--- config.mk ---
export PLATFORM = sky130hd
export DESIGN_NAME = aud_recorder
export DESIGN_NICKNAME = d
export VERILOG_FILES = /design/src/rtl/aud_pkg.sv /design/src/rtl/i2s_edge_sync.sv /design/src/rtl/aud_recorder.sv
export SDC_FILE = /design/constraint.sdc
export NUM_CORES = 1
export LEC_CHECK = 0
export CAP_MARGIN = 10
export CORE_UTILIZATION = 25
export CTS_BUF_LIST = sky130_fd_sc_hd__clkbuf_4 sky130_fd_sc_hd__clkbuf_8 sky130_fd_sc_hd__clkbuf_16
export DETAILED_ROUTE_END_ITERATION = 16
export GPL_TIMING_DRIVEN = 1
export PLACE_DENSITY = 0.47
export RECOVER_POWER = 100
export SYNTH_ARGS = -nofsm -noshare
export SYNTH_HDL_FRONTEND = slang
export SYNTH_SLANG_ARGS = --single-unit
--- constraint.sdc ---
create_clock -name i_clk -period 4.1 [get_ports i_clk]
set_input_delay 1.025 -clock i_clk [delete_from_list [all_inputs] [get_ports i_clk]]
set_output_delay 1.025 -clock i_clk [all_outputs]
set_load 0.01 [all_outputs]
--- src/rtl/aud_pkg.sv ---
// Types and widths shared by the audio record path, AudDSP and the player.
package aud_pkg;

  localparam int SAMPLE_W = 16;
  localparam int ADDR_W   = 20;

  typedef enum logic [2:0] {
    IDLE,
    WAIT_LRC,
    SHIFT,
    WRITE,
    PAUSED,
    DONE
  } rec_state_t;

endpackage

--- src/rtl/i2s_edge_sync.sv ---
// Brings the asynchronous codec ADC pins into the i_clk domain and derives
// the single-cycle bit-clock rising edge and left-channel frame start.
module i2s_edge_sync (
  input  logic i_clk,
  input  logic i_rst,
  input  logic i_bclk,
  input  logic i_lrc,
  input  logic i_data,
  output logic o_bclk_rise,
  output logic o_lrc_fall,
  output logic o_data
);

  logic [1:0] r_bclk_sync;
  logic [1:0] r_lrc_sync;
  logic [1:0] r_data_sync;
  logic       r_bclk_prev;
  logic       r_lrc_last;
  logic       w_bclk_rise;

  // lrc is remembered only at bit-clock rises, so a fall is judged between two consecutive codec bits
  always_ff @(posedge i_clk or posedge i_rst) begin
    if (i_rst) begin
      r_bclk_sync <= '0;
      r_lrc_sync  <= '0;
      r_data_sync <= '0;
      r_bclk_prev <= 1'b0;
      r_lrc_last  <= 1'b0;
    end else begin
      r_bclk_sync <= {r_bclk_sync[0], i_bclk};
      r_lrc_sync  <= {r_lrc_sync[0], i_lrc};
      r_data_sync <= {r_data_sync[0], i_data};
      r_bclk_prev <= r_bclk_sync[1];
      if (w_bclk_rise) begin
        r_lrc_last <= r_lrc_sync[1];
      end
    end
  end

  assign w_bclk_rise = r_bclk_sync[1] & ~r_bclk_prev;
  assign o_bclk_rise = w_bclk_rise;
  assign o_lrc_fall  = w_bclk_rise & ~r_lrc_sync[1] & r_lrc_last;
  assign o_data      = r_data_sync[1];

endmodule

--- src/rtl/aud_recorder.sv ---
// Records the left channel of the WM8731 ADC I2S stream into SRAM and
// reports how many words the current recording holds.
module aud_recorder #(
  parameter int SAMPLE_W  = aud_pkg::SAMPLE_W,
  parameter int ADDR_W    = aud_pkg::ADDR_W,
  parameter int MAX_WORDS = 2 ** aud_pkg::ADDR_W
) (
  input  logic                i_clk,
  input  logic                i_rst,
  input  logic                i_start,
  input  logic                i_pause,
  input  logic                i_stop,
  input  logic                i_bclk,
  input  logic                i_lrc,
  input  logic                i_data,
  output logic [ADDR_W-1:0]   o_sram_addr,
  output logic [SAMPLE_W-1:0] o_sram_data,
  output logic                o_sram_we,
  output logic [ADDR_W:0]     o_rec_len,
  output logic                o_busy,
  output logic                o_full
);

  import aud_pkg::*;

  localparam int                CNT_W    = $clog2(SAMPLE_W);
  localparam logic [CNT_W-1:0]  LAST_BIT = CNT_W'(SAMPLE_W - 1);
  localparam logic [ADDR_W:0]   MAX_LEN  = (ADDR_W + 1)'(MAX_WORDS);

  rec_state_t r_state;
  rec_state_t w_next;

  logic                w_bclk_rise;
  logic                w_lrc_fall;
  logic                w_data;
  logic                w_last_bit;
  logic                w_fresh;
  logic [ADDR_W:0]     w_len_inc;

  logic [ADDR_W-1:0]   r_ptr;
  logic [ADDR_W:0]     r_len;
  logic [SAMPLE_W-1:0] r_shreg;
  logic [CNT_W-1:0]    r_bit_cnt;
  logic [ADDR_W-1:0]   r_sram_addr;
  logic [SAMPLE_W-1:0] r_sram_data;

  i2s_edge_sync u_sync (
    .i_clk       (i_clk),
    .i_rst       (i_rst),
    .i_bclk      (i_bclk),
    .i_lrc       (i_lrc),
    .i_data      (i_data),
    .o_bclk_rise (w_bclk_rise),
    .o_lrc_fall  (w_lrc_fall),
    .o_data      (w_data)
  );

  assign w_last_bit = w_bclk_rise && (r_bit_cnt == LAST_BIT);
  assign w_len_inc  = r_len + 1'b1;
  assign w_fresh    = ((r_state == IDLE) || (r_state == DONE)) && (w_next == WAIT_LRC);

  always_ff @(posedge i_clk or posedge i_rst) begin
    if (i_rst) begin
      r_state <= IDLE;
    end else begin
      r_state <= w_next;
    end
  end

  // Control priority is stop > pause > start; WRITE always finishes before honouring either
  always_comb begin
    w_next = r_state;
    case (r_state)
      IDLE: begin
        if (!i_stop && i_start) w_next = WAIT_LRC;
      end
      WAIT_LRC: begin
        if (i_stop)          w_next = IDLE;
        else if (i_pause)    w_next = PAUSED;
        else if (w_lrc_fall) w_next = SHIFT;
      end
      SHIFT: begin
        if (i_stop)          w_next = IDLE;
        else if (i_pause)    w_next = PAUSED;
        else if (w_last_bit) w_next = WRITE;
      end
      WRITE: begin
        if (i_stop)                    w_next = IDLE;
        else if (i_pause)              w_next = PAUSED;
        else if (w_len_inc == MAX_LEN) w_next = DONE;
        else                           w_next = WAIT_LRC;
      end
      PAUSED: begin
        if (i_stop)       w_next = IDLE;
        else if (i_start) w_next = WAIT_LRC;
      end
      DONE: begin
        if (i_stop)       w_next = IDLE;
        else if (i_start) w_next = WAIT_LRC;
      end
      default: w_next = IDLE;
    endcase
  end

  always_comb begin
    o_sram_we = 1'b0;
    o_busy    = 1'b0;
    o_full    = 1'b0;
    case (r_state)
      WAIT_LRC: o_busy = 1'b1;
      SHIFT:    o_busy = 1'b1;
      WRITE: begin
        o_busy    = 1'b1;
        o_sram_we = 1'b1;
      end
      DONE:     o_full = 1'b1;
      default: ;
    endcase
  end

  // The write port is loaded while the final bit shifts in, so it is valid for the whole WRITE cycle
  always_ff @(posedge i_clk or posedge i_rst) begin
    if (i_rst) begin
      r_ptr       <= '0;
      r_len       <= '0;
      r_shreg     <= '0;
      r_bit_cnt   <= '0;
      r_sram_addr <= '0;
      r_sram_data <= '0;
    end else begin
      if (w_fresh) begin
        r_ptr <= '0;
        r_len <= '0;
      end else if (r_state == WRITE) begin
        r_ptr <= r_ptr + 1'b1;
        r_len <= w_len_inc;
      end

      if ((r_state == WAIT_LRC) && (w_next == SHIFT)) begin
        r_bit_cnt <= '0;
      end else if ((r_state == SHIFT) && w_bclk_rise) begin
        r_shreg   <= {r_shreg[SAMPLE_W-2:0], w_data};
        r_bit_cnt <= r_bit_cnt + 1'b1;
      end

      if ((r_state == SHIFT) && (w_next == WRITE)) begin
        r_sram_addr <= r_ptr;
        r_sram_data <= {r_shreg[SAMPLE_W-2:0], w_data};
      end
    end
  end

  assign o_sram_addr = r_sram_addr;
  assign o_sram_data = r_sram_data;
  assign o_rec_len   = r_len;

endmodule

==> impl_results.md <==
- Worst-Skew Late Latency: between 0.3 and 0.4 ns
- Worst EP required: approximately 4.3 ns
- Cell Chain, Critical Path: dlygate4sd3_1 -> nor4_2 -> o21bai_1 -> nor4_1 -> clkbuf_2 -> mux2_2
- First-pass GRT wire length: around 18000 um
- Post-CTS setup buffers: 0
- WL/cell: approximately 14 um
- Post-Syn Instances: approximately 460
- Adder-Cell Fraction of Synth Area: less than 1%
- DR vias: between 3k and 4k
- Leak: 2.89 nW
- Avg Cell Area, Syn: approximately 11 um^2
- Total CTS buffers: 9
- Synth async-reset ratio: 100%
- Actual slew at the worst max-slew pin: ~1.2 ns
- 1st-iter DRT viols: roughly 190
- Setup TNS: 0 ns
- Rel. slew slack: 22.1%
- Post-synth EDFFs: 0
- Tot Pwr: 1.99 mW
- # diodes: 0
- Synth area leader: dfrtp_1
- Slew Viols, Final: 0
- Number of global-route vias before repair: ~3.3k
- Critical path arrival: between 3 and 4 ns
- Post-DP HPWL: around 7200 um
- Residual DRC: 0
- Clock Skew: 0.0113 ns
- Post-synthesis instance area: between 4000 and 5000 um^2
- Footprint of the multi-input gates: 2030 um^2
- Cts hold-fix bufs: 0
- Root buf cell: clkbuf_16
- CP top delay family: buffers and inverters
- Largest net degree at the start of global routing: 62
- Mux contribution to synthesized area: slightly above 9%
- Post-synth top area share: between 50% and 60%
- Crit. End Element: register
- Crit path time final: roughly 3.4 ns
- Main synth FF type: dfrtp_1
- Layout Utilization: roughly a third
- Crit path kind: input pin to register
- Cell Area, Placed: about 5800 um^2
- Post-synthesis sequential area ratio: between 50% and 60%
- Initial antenna violation count: 0
- Crit start category: input pin
- CTS resizes: 0
- Peak supply drop: between 150 and 200 uV
- Power per cell area: 329 nW/um^2
- Synth Area in Simple Gates: 20.7%
- Hold Crit Class: register to register
- Share of cells above drive strength 1: under 10%
- Period utilization: slightly above 80%
- Worst-case clock buffer depth: 2
- Yosys reg bits: about 110
- Yosys cell types: 49
- IO Port Bufs: 67
- Final hold vios: 0
- Gr ovfl total: 0
- Final instance area: 6050 um^2
- Total GRT Usage: a little under an eighth
- Chip width: about 140 um
- TritonCTS clock tree: built
- Final WS setup: 0.698 ns
- Starting Density: between 20% and 30%
- Clk sinks: about 110
- Fin nets: about 530
- Synth Warn #: 0
- Worst path slowest cell: clkbuf_2
- Outcome: completed
- Register Area: approximately 2700 um^2
- Compound-Gate Fraction of Synth Area: under 10%
- Initial DRT Pass Iterations: 4
- Final wirelength: around 11000 um
- DIE AREA: roughly 20000 um^2
- Unrepaired setup endpoints after global routing: false
- Gpl congestion: 0.788
- Synth area leaders: dfrtp_1 (55%), mux2_1 (6.9%), nand2_1 (5.1%)
- Max-cap viol count: 0
- Antenna-violating nets left: 0
- CP Max Fanout: 36
- Core area: ~19000 um^2
- Syn Nets: 469
- CP Buf/Inv Count: 2
- Die H: 142 um
- # IOs: a little under 70
- Htree depth: 3
- FILL cells: approximately 2k
- Area grow syn2layout: 24.0%
- Worst path max stage delay: approximately 0.80 ns
- Clk slew on worst S/H paths: around 0.070 ns
- Vias/cell: 4.36
- FP Rows: 50
- XOR/XNOR Fraction of Synth Area: around 8.3%
- Endpoints failing setup: 0
- Largest family of logic cells by synthesized area: simple AND/OR/NAND/NOR gates
- Top achievable clock speed: between 200 and 300 MHz
- Pre-CTS setup slack: just over 0.8 ns
[power breakdown]
part           switching, mW  internal (mW)  total [mW]
Combinational         0.0497         0.0253      0.0750
Clock                  0.406          0.425       0.831
Sequential            0.0126           1.07        1.08
[Yosys cell counts (2+ instances only)]
cell type  instances
buf_2              8
o31ai_1            2
and2_1             3
nand3_1           13
nor2_1            65
a21oi_1           10
dfrtp_1          107
nor3_1             8
clkbuf_2           2
and4_1             2
and3_1             7
nand4_1           16
a31oi_1            5
nor4_2             3
nand2b_1           4
mux2_2             7
buf_6              3
inv_1              7
clkbuf_1           9
or2_2              2
nor4_1             4
mux2_1            30
xnor2_1           28
xor2_1            18
nand2_1           66
ha_1               3
mux2i_1            3
or4_1              2
[cell type report]
class | count | share of cell area [%]
clock buffer | 10 | 3.85
clock inverter | 6 | 0.745
inverter | 8 | 0.538
multi-input combinational | 319 | 33.6
sequential | 107 | 44.3
tap | 260 | 5.38
timing repair buffer | 72 | 11.6
[sequential cells by signal, indices dropped and copies added, names as in the netlist]
name                cells
u_sync.r_lrc_last       1
r_shreg                15
u_sync.r_data_sync      2
r_bit_cnt               4
o_rec_len              21
r_ptr                  20
o_sram_addr            20
u_sync.r_bclk_sync      2
r_state                 3
u_sync.r_bclk_prev      1
o_sram_data            16
u_sync.r_lrc_sync       2
[layer usage]
metal	global-route usage [%]	part of all wire, %
met5	0	0
met4	5.66	2.2
met3	1.99	4.2
met2	17.7	48
met1	15.0	46
[final timing paths]
| kind | startpoint | end | slack, ns | depth (start not counted) |
|---|---|---|---|---|
| max reg2reg | r_state[0]$_DFF_PP0_ | o_sram_addr[17]$_DFFE_PP0P_ | 1.32 | 6 |
| min | u_sync.r_bclk_sync[0]$_DFF_PP0_ | u_sync.r_bclk_sync[1]$_DFF_PP0_ | 0.35 | 0 |
| min in group asynchronous | i_rst | o_sram_addr[5]$_DFFE_PP0P_ | 1.29 | 2 |
| min reg2reg | u_sync.r_bclk_sync[0]$_DFF_PP0_ | u_sync.r_bclk_sync[1]$_DFF_PP0_ | 0.35 | 0 |
| max | i_pause | o_sram_addr[17]$_DFFE_PP0P_ | 0.70 | 6 |
| max in group asynchronous | i_rst | r_shreg[11]$_DFFE_PP0P_ | 1.19 | 3 |
[cell usage in the layout, fill, tap and decap left out, drive strengths merged, types with 9 or more instances in the layout]
cell and n:
xnor2 28, inv 10, nor2 65, nand3 13
nand4 16, nor3 9, clkbuf 13, xor2 18
mux2 37, dfrtp 107, nand2 66, a21oi 10
dlygate4sd3 65
[worst register-to-register path, cell delays in order (launching register included)]
cell and delay, ns:
dfrtp_1 0.56, a21oi_1 0.13, nor4_2 0.22, o21bai_1 0.15, nor4_1 0.38, clkbuf_2 0.80
mux2_2 0.42
[metrics by stage]
| step | cells | hold slack, ns |
|---|---|---|
| 5_1_grt | 782 | 0.373 |
| 3_5_place_dp | 766 | 0.335 |
| 3_3_place_gp | 766 | 0.333 |
| 6_report | 782 | 0.351 |
| 2_1_floorplan | 458 | 0.331 |
| 4_1_cts | 782 | 0.353 |
[logic make-up (layout without fill, tap and decap cells)]
kind of cell,Yosys count,after routing
simple gates,207,207
flops,107,107
xor+xnor,46,46
mux,40,40
buf+inv,32,96
compound gates,23,23
fa+ha+maj,3,3
(Power assumes the default switching activity.)
